## config.mk

```make
export PLATFORM = sky130hd
export DESIGN_NAME = cacheline_burst_adapter_flat
export DESIGN_NICKNAME = d
export VERILOG_FILES = /design/src/rtl/cache_types_pkg.sv /design/src/rtl/cacheline_burst_adapter_if.sv /design/src/rtl/cacheline_burst_adapter.sv /design/src/flat_wrapper.sv
export SDC_FILE = /design/constraint.sdc
export NUM_CORES = 1
export LEC_CHECK = 0
export CAP_MARGIN = 10
export CORE_AREA = 2 2 276 278
export CTS_CLUSTER_SIZE = 12
export DETAILED_ROUTE_END_ITERATION = 10
export DIE_AREA = 0 0 278 280
export GPL_TIMING_DRIVEN = 0
export PLACE_DENSITY = 0.54
export SLEW_MARGIN = 10
export SYNTH_ARGS = -nofsm -noshare
export SYNTH_HDL_FRONTEND = slang
export SYNTH_SLANG_ARGS = --single-unit
```

## constraint.sdc

```tcl
create_clock -name clk -period 6.05 [get_ports clk]
set_input_delay 1.21 -clock clk [delete_from_list [all_inputs] [get_ports clk]]
set_output_delay 1.21 -clock clk [all_outputs]
set_load 0.005 [all_outputs]
```

## src/rtl/cache_types_pkg.sv

```systemverilog
// Types and sizing shared between the cache datapath and its line-to-burst adapter.
package cache_types_pkg;
  localparam int ADDR_W   = 32;
  localparam int BEAT_W   = 64;
  localparam int BEATS    = 4;
  localparam int LINE_W   = BEAT_W * BEATS;
  localparam int OFFSET_W = 5;
  localparam int CNT_W    = $clog2(BEATS);

  typedef enum logic [1:0] {
    IDLE,
    RD,
    WR,
    DONE
  } adapter_state_t;
endpackage

```

## src/rtl/cacheline_burst_adapter_if.sv

```systemverilog
// Cache line port plus 64-bit burst memory bus, seen from the adapter (master)
// and from the cache/memory environment around it (slave).
interface cacheline_burst_adapter_if;
  import cache_types_pkg::*;

  logic [ADDR_W-1:0] line_address;
  logic [LINE_W-1:0] line_rdata;
  logic [LINE_W-1:0] line_wdata;
  logic              line_read;
  logic              line_write;
  logic              line_resp;

  logic [ADDR_W-1:0] burst_address;
  logic [BEAT_W-1:0] burst_rdata;
  logic [BEAT_W-1:0] burst_wdata;
  logic              burst_read;
  logic              burst_write;
  logic              burst_resp;

  modport master (
    input  line_address, line_wdata, line_read, line_write, burst_rdata, burst_resp,
    output line_rdata, line_resp, burst_address, burst_wdata, burst_read, burst_write
  );

  modport slave (
    output line_address, line_wdata, line_read, line_write, burst_rdata, burst_resp,
    input  line_rdata, line_resp, burst_address, burst_wdata, burst_read, burst_write
  );
endinterface

```

## src/rtl/cacheline_burst_adapter.sv

```systemverilog
// Turns one 256-bit cache line fill or writeback into a 4-beat 64-bit memory
// burst and answers the cache with a single-cycle line_resp.
module cacheline_burst_adapter
  import cache_types_pkg::*;
(
  input logic                       clk,
  input logic                       rst,
  cacheline_burst_adapter_if.master bus
);

  adapter_state_t    state, state_next;
  logic [CNT_W-1:0]  beat_cnt, beat_next;
  logic [ADDR_W-1:0] addr_q;
  logic [LINE_W-1:0] wdata_q;
  logic [LINE_W-1:0] rdata_q;
  logic              capture;
  logic              fill_beat;
  logic              last_beat;

  assign last_beat = (beat_cnt == CNT_W'(BEATS - 1));

  always_ff @(posedge clk or negedge rst) begin
    if (!rst) begin
      state    <= IDLE;
      beat_cnt <= '0;
      addr_q   <= '0;
      rdata_q  <= '0;
    end else begin
      state    <= state_next;
      beat_cnt <= beat_next;
      if (capture)
        addr_q <= {bus.line_address[ADDR_W-1:OFFSET_W], {OFFSET_W{1'b0}}};
      if (fill_beat)
        rdata_q[beat_cnt*BEAT_W +: BEAT_W] <= bus.burst_rdata;
    end
  end

  // Writeback line is only driven onto the bus while in WR, so it needs no reset.
  always_ff @(posedge clk) begin
    if (capture)
      wdata_q <= bus.line_wdata;
  end

  always_comb begin
    state_next      = state;
    beat_next       = beat_cnt;
    capture         = 1'b0;
    fill_beat       = 1'b0;
    bus.line_resp   = 1'b0;
    bus.burst_read  = 1'b0;
    bus.burst_write = 1'b0;
    bus.burst_wdata = '0;
    case (state)
      IDLE: begin
        // Writeback takes priority so a dirty victim leaves before the fill.
        if (bus.line_write) begin
          state_next = WR;
          beat_next  = '0;
          capture    = 1'b1;
        end else if (bus.line_read) begin
          state_next = RD;
          beat_next  = '0;
          capture    = 1'b1;
        end
      end
      RD: begin
        bus.burst_read = 1'b1;
        if (bus.burst_resp) begin
          fill_beat = 1'b1;
          beat_next = beat_cnt + 1'b1;
          if (last_beat)
            state_next = DONE;
        end
      end
      WR: begin
        bus.burst_write = 1'b1;
        bus.burst_wdata = wdata_q[beat_cnt*BEAT_W +: BEAT_W];
        if (bus.burst_resp) begin
          beat_next = beat_cnt + 1'b1;
          if (last_beat)
            state_next = DONE;
        end
      end
      DONE: begin
        bus.line_resp = 1'b1;
        state_next    = IDLE;
      end
      default: state_next = IDLE;
    endcase
  end

  assign bus.burst_address = addr_q;
  assign bus.line_rdata    = rdata_q;

endmodule

```

## src/flat_wrapper.sv

```systemverilog
// flat-port wrapper written by rule: the top's interface ports become plain ports
module cacheline_burst_adapter_flat import cache_types_pkg::*;
  (clk, rst, bus_line_address, bus_line_wdata, bus_line_read, bus_line_write, bus_burst_rdata, bus_burst_resp, bus_line_rdata, bus_line_resp, bus_burst_address, bus_burst_wdata, bus_burst_read, bus_burst_write);
  cacheline_burst_adapter_if bus_i ();
  input logic clk;
  input logic rst;
  input wire logic [$bits(bus_i.line_address)-1:0] bus_line_address;
  input wire logic [$bits(bus_i.line_wdata)-1:0] bus_line_wdata;
  input wire logic [$bits(bus_i.line_read)-1:0] bus_line_read;
  input wire logic [$bits(bus_i.line_write)-1:0] bus_line_write;
  input wire logic [$bits(bus_i.burst_rdata)-1:0] bus_burst_rdata;
  input wire logic [$bits(bus_i.burst_resp)-1:0] bus_burst_resp;
  output wire logic [$bits(bus_i.line_rdata)-1:0] bus_line_rdata;
  output wire logic [$bits(bus_i.line_resp)-1:0] bus_line_resp;
  output wire logic [$bits(bus_i.burst_address)-1:0] bus_burst_address;
  output wire logic [$bits(bus_i.burst_wdata)-1:0] bus_burst_wdata;
  output wire logic [$bits(bus_i.burst_read)-1:0] bus_burst_read;
  output wire logic [$bits(bus_i.burst_write)-1:0] bus_burst_write;
  assign bus_i.line_address = bus_line_address;
  assign bus_i.line_wdata = bus_line_wdata;
  assign bus_i.line_read = bus_line_read;
  assign bus_i.line_write = bus_line_write;
  assign bus_i.burst_rdata = bus_burst_rdata;
  assign bus_i.burst_resp = bus_burst_resp;
  assign bus_line_rdata = bus_i.line_rdata;
  assign bus_line_resp = bus_i.line_resp;
  assign bus_burst_address = bus_i.burst_address;
  assign bus_burst_wdata = bus_i.burst_wdata;
  assign bus_burst_read = bus_i.burst_read;
  assign bus_burst_write = bus_i.burst_write;
  cacheline_burst_adapter u_core (.clk(clk), .rst(rst), .bus(bus_i));
endmodule
```

==> flow_summary.ini <==
[logic_synthesis]
syn-cell-area_sq_um = 20200
ys_seq_area_share_pct = 73.6
yosys-top-cells-area = edfxtp_1 38%, dfrtp_1 36%, a22o_1 11%
yosys_warnings = 0
yosys.area.top_type = edfxtp_1
synth_edf_count = 256
ys_ff_latch = 543
synth_ff_type = dfrtp_1
avgSynthCellArea_sq_um = 18.4
syn_inst = 1095
ys_async_sr_fraction_pct = 52.9
synth_top_area_share_pct = 38.1
ys_types = 30

[pwr]
leakagePower_nw = 12.0
vdd_drop_max_mv = 0.256
p_per_area_nw_per_um2 = 424

[timing]
period_needed_ps = 4600
tightest_slew_ps = 937
holdWs_ps = 481
finalHoldViolations = 0
fmaxAchievable_mhz = 217
fin_crit_sh_pct = 76.0
setup_viol_count_final = 0
finClkSkew_ps = 12.3
fin_ws_ps = 1450
rsz0062_at_grt = no
slew_violations = 0
slew_headroom_pct = 37.5

[place]
dp.final_hpwl_mm = 52.3
dp_slack_ps = 1220
gp_congestion = 0.843
dp.cells = 2786
portBuffers = 700

[worst_setup_path]
required_ps = 4840
worst-setup-path-type = flop to output port
cp_slowest_stage_delay_ps = 700
critPathArrivalTime_ps = 3390
cp-end-kind = output port
crit_path_max_fanout = 10
cp-start-kind = flop
crit_chain = inv_1 > ha_1 > buf_1 > clkbuf_1 > and2_1 > clkdlybuf4s50_1
slowest_stage = buf_1

[die]
rows = 101
io_pins = 712
die_h_um = 280
die_area_sq_um = 77800
start_util_pct = 26.9
dieWidth_um = 278
core_area_sq_um = 75200

[cts]
clk_latency_ps = 620
cts_max_path_buffers = 3
tritoncts = yes
holdBufCountCts = 0
clock_sinks = 543
post-cts-setup-buffers = 0
cts-htree-levels = 2
cts_resized = 0
cts_root_buf = clkbuf_16
cts_buffers = 60
clk_pin_slew_ps = 60

[global_route]
overflow = 0
grt_pass1_wl_mm = 99.9
grt_pass1_vias = 14700
met3_usage_pct = 6.16
use_met2_pct = 30.1
globalRouteTotalUtil_pct = 17.3
grt_max_degree = 101
antenna_found_initial = 10
grt_busiest_layer = met2
grt_use_met1_pct = 19.9

[status]
status = finished, final reports clean

[min_path]
hold_path_class = flop to flop

[finish]
final_common_cell = clkdlybuf4s50_1
nNetsFinal = 2240
drive_gt1_share_pct = 13.1
fin_cells = 2903
area_growth_pct = 51.7
layout_common_cells = 699 x clkdlybuf4s50_1, 287 x dfrtp_1, 256 x edfxtp_1
finish.utilization_pct = 40.7

[detailed_routing]
routedWlPerCell_um = 23.8
viasPerCell = 4.64
drtAntennaViolNets = 0
dr.pass1.iters = 4
drtIter0Drc = 652
finalWirelength_mm = 69.0
drc = 0
vias = 13500

[flow_run]
drv_cap = 0
-- per-layer routing --
metal | vias to the layer above | share of wire, %
met5 | - | 0.090
met4 | 10 | 2.4
met2 | 574 | 50
li1 | 5873 | -
met3 | 110 | 8.8
met1 | 6899 | 38
-- where the power goes --
| part | switching [W] | internal [W] | leakage, nW |
|---|---|---|---|
| sequential | 0.000410 | 0.00490 | 6.28 |
| combinational | 0.00167 | 0.00238 | 4.71 |
| clock | 0.00152 | 0.00212 | 0.962 |
-- area by class of cell --
type / instances / area (sq um)
fill: 6863 / 44600
tap: 978 / 1220
buffer: 83 / 536
inverter: 6 / 26.3
antenna: 4 / 10.0
clock inverter: 24 / 213
sequential: 543 / 14900
multi-input combinational: 467 / 4790
timing repair buffer: 709 / 7210
clock buffer: 89 / 1750
-- logic make-up (layout without fill, tap and decap cells) --
group	after synthesis	after routing	synth area share, %
AO/OA/AOI/OAI	260	260	11.1
adder cells (fa/ha/maj)	13	13	0.805
buffers and inverters	89	911	2.75
flip-flops	543	543	73.6
multiplexers	96	96	8.89
other	1	9	0.0186
AND/OR/NAND/NOR	93	93	2.84
-- final timing paths --
check                                           start                         end  slack (ps)  depth (start not counted)
setup / recovery                      u_core.state[0]         bus_burst_wdata[17]        1450                          6
hold / removal             u_core.bus.line_rdata[224]  u_core.bus.line_rdata[224]         480                          2
setup reg to reg                   u_core.beat_cnt[1]   u_core.bus.line_rdata[55]        2310                          8
hold reg to reg            u_core.bus.line_rdata[224]  u_core.bus.line_rdata[224]         480                          2
max in group asynchronous                         rst   u_core.bus.line_rdata[58]        3990                          3
min in group asynchronous                         rst  u_core.bus.line_rdata[148]         620                          1
-- synth_stat cells, types with 2 or more instances --
cell type  number
a22o_1        247
and2_1         64
buf_1           2
buf_2          15
buf_4          22
buf_6          16
clkbuf_1       28
dfrtp_1       287
edfxtp_1      256
ha_1           13
inv_1           5
mux2_2         27
mux2i_1         5
mux4_2         64
nand2_1        13
nand2b_1        3
nand3_1         6
o21ai_0        10
-- per-stage QoR --
step	instance area, sq um	total power, W	setup TNS (ps)
after detailed placement	28700	0.00951	0
after CTS	30600	0.0132	0
final	30600	0.0130	0
after global routing	30600	0.0136	0
after floorplan	20200	0.00709	0
after global placement	28500	0.00947	-3031010
-- state kept, by name, indices dropped and copies added (netlist names) --
register,count
u_core.beat_cnt,2
u_core.wdata_q,256
u_core.bus.burst_address,27
u_core.bus.line_rdata,256
u_core.state,2
-- worst max-delay path: cells and delay by family, from the launching register on --
kind | cells | cell delay, ps
buffers and inverters | 4 | 1960
adders and majority gates | 1 | 170
and+or+nand+nor | 1 | 210
DFF | 1 | 420
No activity file was read; power rests on OpenSTA's default activity.
